<file path="config.mk">
export PLATFORM = sky130hd
export DESIGN_NAME = alu_cmd_issuer
export DESIGN_NICKNAME = d
export VERILOG_FILES = /design/src/rtl/alu_pkg.sv /design/src/rtl/alu_cmd_fifo.sv /design/src/rtl/alu_cmd_issuer.sv
export SDC_FILE = /design/constraint.sdc
export NUM_CORES = 1
export LEC_CHECK = 0
export BUFFER_PORTS_ARGS = -buffer_cell sky130_fd_sc_hd__buf_2
export CAP_MARGIN = 20
export CORE_UTILIZATION = 44
export DETAILED_ROUTE_END_ITERATION = 6
export GPL_ROUTABILITY_DRIVEN = 0
export PLACE_DENSITY = 0.65
export SLEW_MARGIN = 20
export SYNTH_ARGS = -nofsm -noshare
export SYNTH_HDL_FRONTEND = slang
export SYNTH_SLANG_ARGS = --single-unit
</file>
<file path="constraint.sdc">
create_clock -name clock -period 4.5 [get_ports clock]
set_clock_uncertainty 0.05 [all_clocks]
set_input_delay 0.9 -clock clock [delete_from_list [all_inputs] [get_ports clock]]
set_output_delay 0.9 -clock clock [all_outputs]
set_load 0.1 [all_outputs]
</file>
<file path="src/rtl/alu_pkg.sv">
// Shared definitions for the ALU command issuer: operand/result widths, op codes,
// FSM encoding and the packed queue entry layout.
package alu_pkg;

   localparam int OPND_W = 4;
   localparam int RES_W  = 8;
   localparam int OP_W   = 3;
   localparam int CMD_W  = 2 * OPND_W + OP_W;

   localparam logic [OP_W-1:0] OP_AND = 3'd0;
   localparam logic [OP_W-1:0] OP_ADD = 3'd1;
   localparam logic [OP_W-1:0] OP_SUB = 3'd2;
   localparam logic [OP_W-1:0] OP_OR  = 3'd3;
   localparam logic [OP_W-1:0] OP_XOR = 3'd4;
   localparam logic [OP_W-1:0] OP_MUL = 3'd5;
   localparam logic [OP_W-1:0] OP_CAT = 3'd6;

   typedef enum logic [1:0] {
      IDLE = 2'd0,
      WAIT = 2'd1,
      HOLD = 2'd2
   } state_t;

   typedef struct packed {
      logic [OPND_W-1:0] a;
      logic [OPND_W-1:0] b;
      logic [OP_W-1:0]   op;
   } cmd_t;

   // Code 7 is undefined on the ALU and is folded onto code 0.
   function automatic logic [OP_W-1:0] norm_op(input logic [OP_W-1:0] op);
      return (op == 3'd7) ? OP_AND : op;
   endfunction

endpackage

</file>
<file path="src/rtl/alu_cmd_fifo.sv">
// Command queue: power-of-two depth, pointers carry one extra bit so that
// full and empty are told apart when the index bits match.
module alu_cmd_fifo
   import alu_pkg::*;
#(
   parameter int DEPTH = 4,
   parameter int WIDTH = CMD_W
) (
   input  logic             clock,
   input  logic             reset,
   input  logic             push,
   input  logic             pop,
   input  logic [WIDTH-1:0] din,
   output logic [WIDTH-1:0] dout,
   output logic             full,
   output logic             empty
);

   localparam int AW = $clog2(DEPTH);

   logic [AW:0]      wr_ptr;
   logic [AW:0]      rd_ptr;
   logic [WIDTH-1:0] mem [DEPTH];

   assign empty = (wr_ptr == rd_ptr);
   assign full  = (wr_ptr[AW] != rd_ptr[AW]) && (wr_ptr[AW-1:0] == rd_ptr[AW-1:0]);
   assign dout  = mem[rd_ptr[AW-1:0]];

   always_ff @(posedge clock) begin
      if (reset) begin
         wr_ptr <= '0;
         rd_ptr <= '0;
      end else begin
         if (push && !full) wr_ptr <= wr_ptr + 1'b1;
         if (pop && !empty) rd_ptr <= rd_ptr + 1'b1;
      end
   end

   always_ff @(posedge clock) begin
      if (push && !full) mem[wr_ptr[AW-1:0]] <= din;
   end

endmodule

</file>
<file path="src/rtl/alu_cmd_issuer.sv">
// Queues ALU commands, issues one at a time to a fixed-latency ALU and holds the
// captured result until downstream takes it. Handshakes: a transfer happens on a
// rising edge where valid and ready are both high; valid keeps its payload until then.
module alu_cmd_issuer
   import alu_pkg::*;
#(
   parameter int ALU_LATENCY = 2,
   parameter int FIFO_DEPTH  = 4
) (
   input  logic       clock,
   input  logic       reset,
   input  logic       cmd_valid,
   output logic       cmd_ready,
   input  logic [3:0] cmd_a,
   input  logic [3:0] cmd_b,
   input  logic [2:0] cmd_op,
   output logic [3:0] alu_a,
   output logic [3:0] alu_b,
   output logic [2:0] alu_op,
   input  logic [7:0] alu_result,
   output logic       res_valid,
   input  logic       res_ready,
   output logic [7:0] res_data,
   output logic [2:0] res_op,
   output logic [7:0] res_count,
   output logic       busy,
   output logic [1:0] fsm_state
);

   localparam logic [2:0] LAT_LAST = 3'(ALU_LATENCY - 1);

   state_t           state_q;
   state_t           state_d;
   logic [2:0]       lat_cnt;
   logic             lat_done;
   logic             full;
   logic             empty;
   logic             push;
   logic             pop;
   logic             capture;
   logic             release_res;
   logic [CMD_W-1:0] fifo_din;
   logic [CMD_W-1:0] fifo_dout;
   cmd_t             head;

   assign cmd_ready = !full && !reset;
   assign push      = cmd_valid && cmd_ready;
   assign fifo_din  = {cmd_a, cmd_b, cmd_op};
   assign head      = cmd_t'(fifo_dout);
   assign lat_done  = (lat_cnt == LAT_LAST);
   assign busy      = (state_q != IDLE) || !empty;
   assign fsm_state = state_q;

   alu_cmd_fifo #(
      .DEPTH(FIFO_DEPTH),
      .WIDTH(CMD_W)
   ) u_fifo (
      .clock(clock),
      .reset(reset),
      .push (push),
      .pop  (pop),
      .din  (fifo_din),
      .dout (fifo_dout),
      .full (full),
      .empty(empty)
   );

   always_ff @(posedge clock) begin
      if (reset) state_q <= IDLE;
      else       state_q <= state_d;
   end

   always_comb begin
      state_d = state_q;
      case (state_q)
         IDLE:    if (!empty)   state_d = WAIT;
         WAIT:    if (lat_done) state_d = HOLD;
         HOLD:    if (res_ready) state_d = IDLE;
         default: state_d = IDLE;
      endcase
   end

   always_comb begin
      pop         = 1'b0;
      capture     = 1'b0;
      release_res = 1'b0;
      case (state_q)
         IDLE:    pop         = !empty;
         WAIT:    capture     = lat_done;
         HOLD:    release_res = res_ready;
         default: ;
      endcase
   end

   // The empty flag is registered, so a freshly pushed command is popped one edge later.
   always_ff @(posedge clock) begin
      if (reset) begin
         alu_a     <= '0;
         alu_b     <= '0;
         alu_op    <= '0;
         lat_cnt   <= '0;
         res_valid <= 1'b0;
         res_data  <= '0;
         res_op    <= '0;
         res_count <= '0;
      end else begin
         if (pop) begin
            alu_a   <= head.a;
            alu_b   <= head.b;
            alu_op  <= norm_op(head.op);
            lat_cnt <= '0;
         end else if (state_q == WAIT) begin
            lat_cnt <= lat_cnt + 3'd1;
         end
         if (capture) begin
            res_data  <= alu_result;
            res_op    <= alu_op;
            res_valid <= 1'b1;
         end
         if (release_res) begin
            res_valid <= 1'b0;
            res_count <= res_count + 8'd1;
         end
      end
   end

endmodule
</file>
# == Word-level counts from Yosys, hierarchy flattened ==
# Memories as Yosys holds them, arrays and structs flattened. A register that Yosys moved wholly into a read port is not among the register bits.
# Index checks and enable logic that the tools add are counted.
# totals
n_memories,1
word_cells,52
out_inout_bits,35
regBits,42
inputBits,23
ram_bits,44
# op_classes
n_mux,12
n_reduce_logical,14
n_eq_ne,10
addsub,4
# memory_table
memory,words,width,rd,rd_clocked_by_memory_dff,write_ports,line,text
u_fifo.mem,4,11,1,1,1,alu_cmd_fifo.sv:23,logic [WIDTH-1:0] mem [DEPTH];
# ops
cell,n
2-bit two-way mux,5
"3-bit by 1-bit adder with 3-bit output, second input constant",3
"8-bit by 1-bit adder with 8-bit output, second input constant",1
"2-bit inequality test, second input constant",3
2-bit one-hot mux with 3 select lines,1
1-bit logical AND,5
1-bit two-way mux,5
2-bit OR reduction,2
"3-bit by 1-bit == test with 1-bit output, second input constant",1
3-bit == test,1
"3-bit == test, second input constant",1
1-bit zero test,3
3-bit two-way mux,1
3-bit AND reduction,1
"2-bit by 1-bit == test with 1-bit output, second input constant",1
2-bit == test,1
"2-bit == test, second input constant",1
2-bit zero test,1
2-bit nonzero test,1
1-bit logical OR,1
1-bit inequality test,1

# == Longest topological paths before layout ==
# depth
word_depth,8
ltp_mapped,7
depth_no_buf,6

# == Hierarchy ==
# Synthesis repeated with hierarchy kept, for this count alone.
# unflattened
hier_cells,299
area_unflattened_um2,3621.0
# by_module_without_submodules
mod,instances,area_per_inst_um2,seq_area_each_um2,cells_per_inst
alu_cmd_fifo,1,2159.6,1481.4,125
alu_cmd_issuer,1,1461.4,720.7,174

# == Worst setup path after synthesis ==
# Ideal clock, no wire load.
# synth_timing
kind,input to output
from,input reset
to,output cmd_ready
cell_stages,3
path_buffers,2
arrival_ns,2.834
required_time_ns,3.550
slack_ns,0.716
path_cell_list,clkbuf_1 > buf_1 > a31oi_1
# synth_between
elab_chain_cells,2
# synth_lines
item,line,text
"start, declared",alu_cmd_issuer.sv:11,"input logic reset,"
1-bit zero test,alu_cmd_issuer.sv:46,assign cmd_ready = !full && !reset;
1-bit logical AND,alu_cmd_issuer.sv:46,
"end, declared",alu_cmd_issuer.sv:13,"output logic cmd_ready,"
# No other way between the ends.

# == Worst setup path in the final report ==
# layout_timing
from,register u_fifo.wr_ptr[0]
to,output busy
# layout_between
elab_chain_cells,3
# layout_lines
item,line,text
"start, declared",alu_cmd_fifo.sv:21,logic [AW:0] wr_ptr;
"start signal, assigned",alu_cmd_fifo.sv:34,if (push && !full) wr_ptr <= wr_ptr + 1'b1;
3-bit == test,alu_cmd_fifo.sv:25,assign empty = (wr_ptr == rd_ptr);
1-bit zero test,alu_cmd_issuer.sv:51,assign busy = (state_q != IDLE) || !empty;
1-bit logical OR,alu_cmd_issuer.sv:51,
"end, declared",alu_cmd_issuer.sv:26,"output logic busy,"
# No other way between the ends.

==> run metrics <==
Reg clk slew, reported paths 0.08 ns; setup bufs post-CTS 0; Filler cells 621; diode count 0; RSZ-0062 raised after global routing false; # DRC 0; GRT overflow 0; Critical Path RT 3.55 ns; core area 7330 sq um; post-route minimum period 3.01 ns; Die Area 8000 sq um; endpoints failing hold 0; final wirelength 5830 um; VDD IR max 0.280 mV; CP Launch Type flip-flop; IO buf count 57; Synth area leaders edfxtp_1 39%, dfxtp_1 26%, mux4_2 7.4%; CP Capture Type output port; initial antenna violation count 0; Mapped Area 3360 sq um; FMAX 333 MHz; fin cells 406; leakage power 1.48 nW; Slew Viols, Final 0; power per cell area 606 nW/um^2; remaining antenna violation count 0; initial core utilization 45.9%; pin count of the biggest net entering global routing 38; asr flop ratio synth 0%; Top Ports 58; Clock Latency Late Sink 0.35 ns; router iterations before antenna repair 4; CTS tree done; CTS max path bufs 2; # rows 31; Yosys top cell area share 39.3%; Vias 2049; EDFF count, synth 44; maximum fanout along the worst path 5; period utilization 66.8%; layout cells sized above 1 29.3%; syn_area_per_cell 13.7 sq um; final hold slack 0.404 ns; outcome complete, no violations; Synth-to-Final Area Change 16.5%; height of the die 89.4 um; endpoints failing setup 0; Die W 89.4 um; CTS Hold Bufs 0; Syn Inst Count 245; Slew Limit Headroom 49.2%; number of DRC markers in iteration 0 96; Clock H-tree levels 3; TritonCTS Buffers 9; Crit Path Category reg2out; HPWL Detailed 3980 um; number of global-route vias before repair 1852; drt via density 5.05; Top FF cell, synth edfxtp_1; Hold Crit Class reg2reg; Syn Nets 276; post-DR wirelength/cell 14.4 um; post-CTS sizing 0; part of the Yosys area used for sequential elements 65.5%; first-pass GRT wire length 8940 um; setup_tns 0 ns; Total GRT Usage 15.4%; critical path arrival 2.06 ns; number of distinct library cells after synthesis 39; synth warn 0; flops & latches, synth 88; fin nets 333; dpl cells 390; Yosys top cell by area edfxtp_1; CTS Root Cell clkbuf_8; Max Cap Viol 0; clk sink count 88; pin slew with the least headroom to its limit 0.757 ns
## cell usage after synthesis, types with 2 or more instances
cell	number
dfxtp_1	44
edfxtp_1	44
nand2_1	32
a21oi_1	14
nor2_1	14
mux4_2	11
a22o_1	9
xnor2_1	9
ha_1	8
clkbuf_1	7
xor2_1	6
nor3_1	5
and2_1	4
inv_1	4
a32o_1	3
buf_2	3
nand3_1	3
a2111oi_0	2
a311oi_1	2
nor2b_1	2
## worst max-delay path, cell delays in order, from the launching register on
cell	delay [ns]
dfxtp_1	0.37
xnor2_1	0.48
nand2_1	0.13
or4_1	0.44
buf_2	0.31
## routing by layer
layer | track usage, % | up-vias | share of wire (%)
li1 | - | 1013 | -
met1 | 21.3 | 992 | 47
met2 | 23.2 | 40 | 48
met3 | 3.69 | 4 | 3.8
met4 | 6.93 | 0 | 1.0
met5 | 0 | - | 0
## cell type report
type                    instances  area [sq um]  area share (%)
multi-input cells             141          1100            28.0
inverters                       4          15.0           0.383
flip-flops and latches         88          2200            56.2
clock buffers                  11           153            3.89
well taps                      99           124            3.16
clock inverters                 5          37.5           0.957
repair buffers                 58           293            7.47
## stage by stage
step                instance area, sq um  util (%)  total power [W]  setup WS (ns)
finish                              3920      53.5          0.00238           1.49
global route                        3920      53.5          0.00249           1.36
floorplan                           3360         -          0.00176          0.716
global placement                    3730      50.9          0.00189           1.61
CTS                                 3920      53.5          0.00241           1.47
detailed placement                  3730      50.9          0.00190           1.56
## final timing paths
path / end / slack [ns] / start / cells past startpoint
hold / removal: res_op[1] / 0.40 / res_op[1] / 2
setup reg to reg: u_fifo.mem[1][3] / 2.15 / u_fifo.wr_ptr[0] / 3
hold reg to reg: res_op[1] / 0.40 / res_op[1] / 2
setup / recovery: busy / 1.49 / u_fifo.wr_ptr[0] / 4
## state kept, by name (all words and copies together) (netlist names), named ones only
name           cells
res_data           8
lat_cnt            3
res_op             3
u_fifo.rd_ptr      3
alu_b              4
u_fifo.mem        44
res_count          8
alu_a              4
u_fifo.wr_ptr      3
alu_op             3
res_valid          1
fsm_state          2
## logic make-up (layout without fill, tap and decap cells)
kind of cell | count (synthesis) | after routing | share of synthesized area (%)
AOI/OAI and AO/OA | 35 | 35 | 7.96
xor gates and xnor gates | 15 | 15 | 3.90
adders and majority gates | 8 | 8 | 2.98
buffers and inverters | 16 | 78 | 2.12
DFF | 88 | 88 | 65.5
muxes | 12 | 12 | 7.66
and+or+nand+nor | 71 | 71 | 9.93
## cells in the final DEF, fill, tap and decap left out, types with 2 or more instances in the layout
cell type / count
a2111oi_0: 2
a21oi_1: 14
a22o_1: 9
a32o_1: 3
and2_1: 4
buf_2: 57
clkbuf_8: 9
clkinvlp_4: 2
dfxtp_1: 44
edfxtp_1: 44
ha_1: 8
inv_1: 4
mux4_2: 11
nand2_1: 32
nand3_1: 3
nor2_1: 14
nor2b_1: 2
nor3_1: 5
xnor2_1: 9
xor2_1: 6
## power by group
part / leakage (nW) / internal [W] / switching [W]
Sequential: 0.757 / 0.000930 / 0.0000881
Combinational: 0.633 / 0.000202 / 0.000648
Clock: 0.0911 / 0.000236 / 0.000271
Total: 1.48 / 0.00137 / 0.00101
Power figures use the tool's default switching activity.
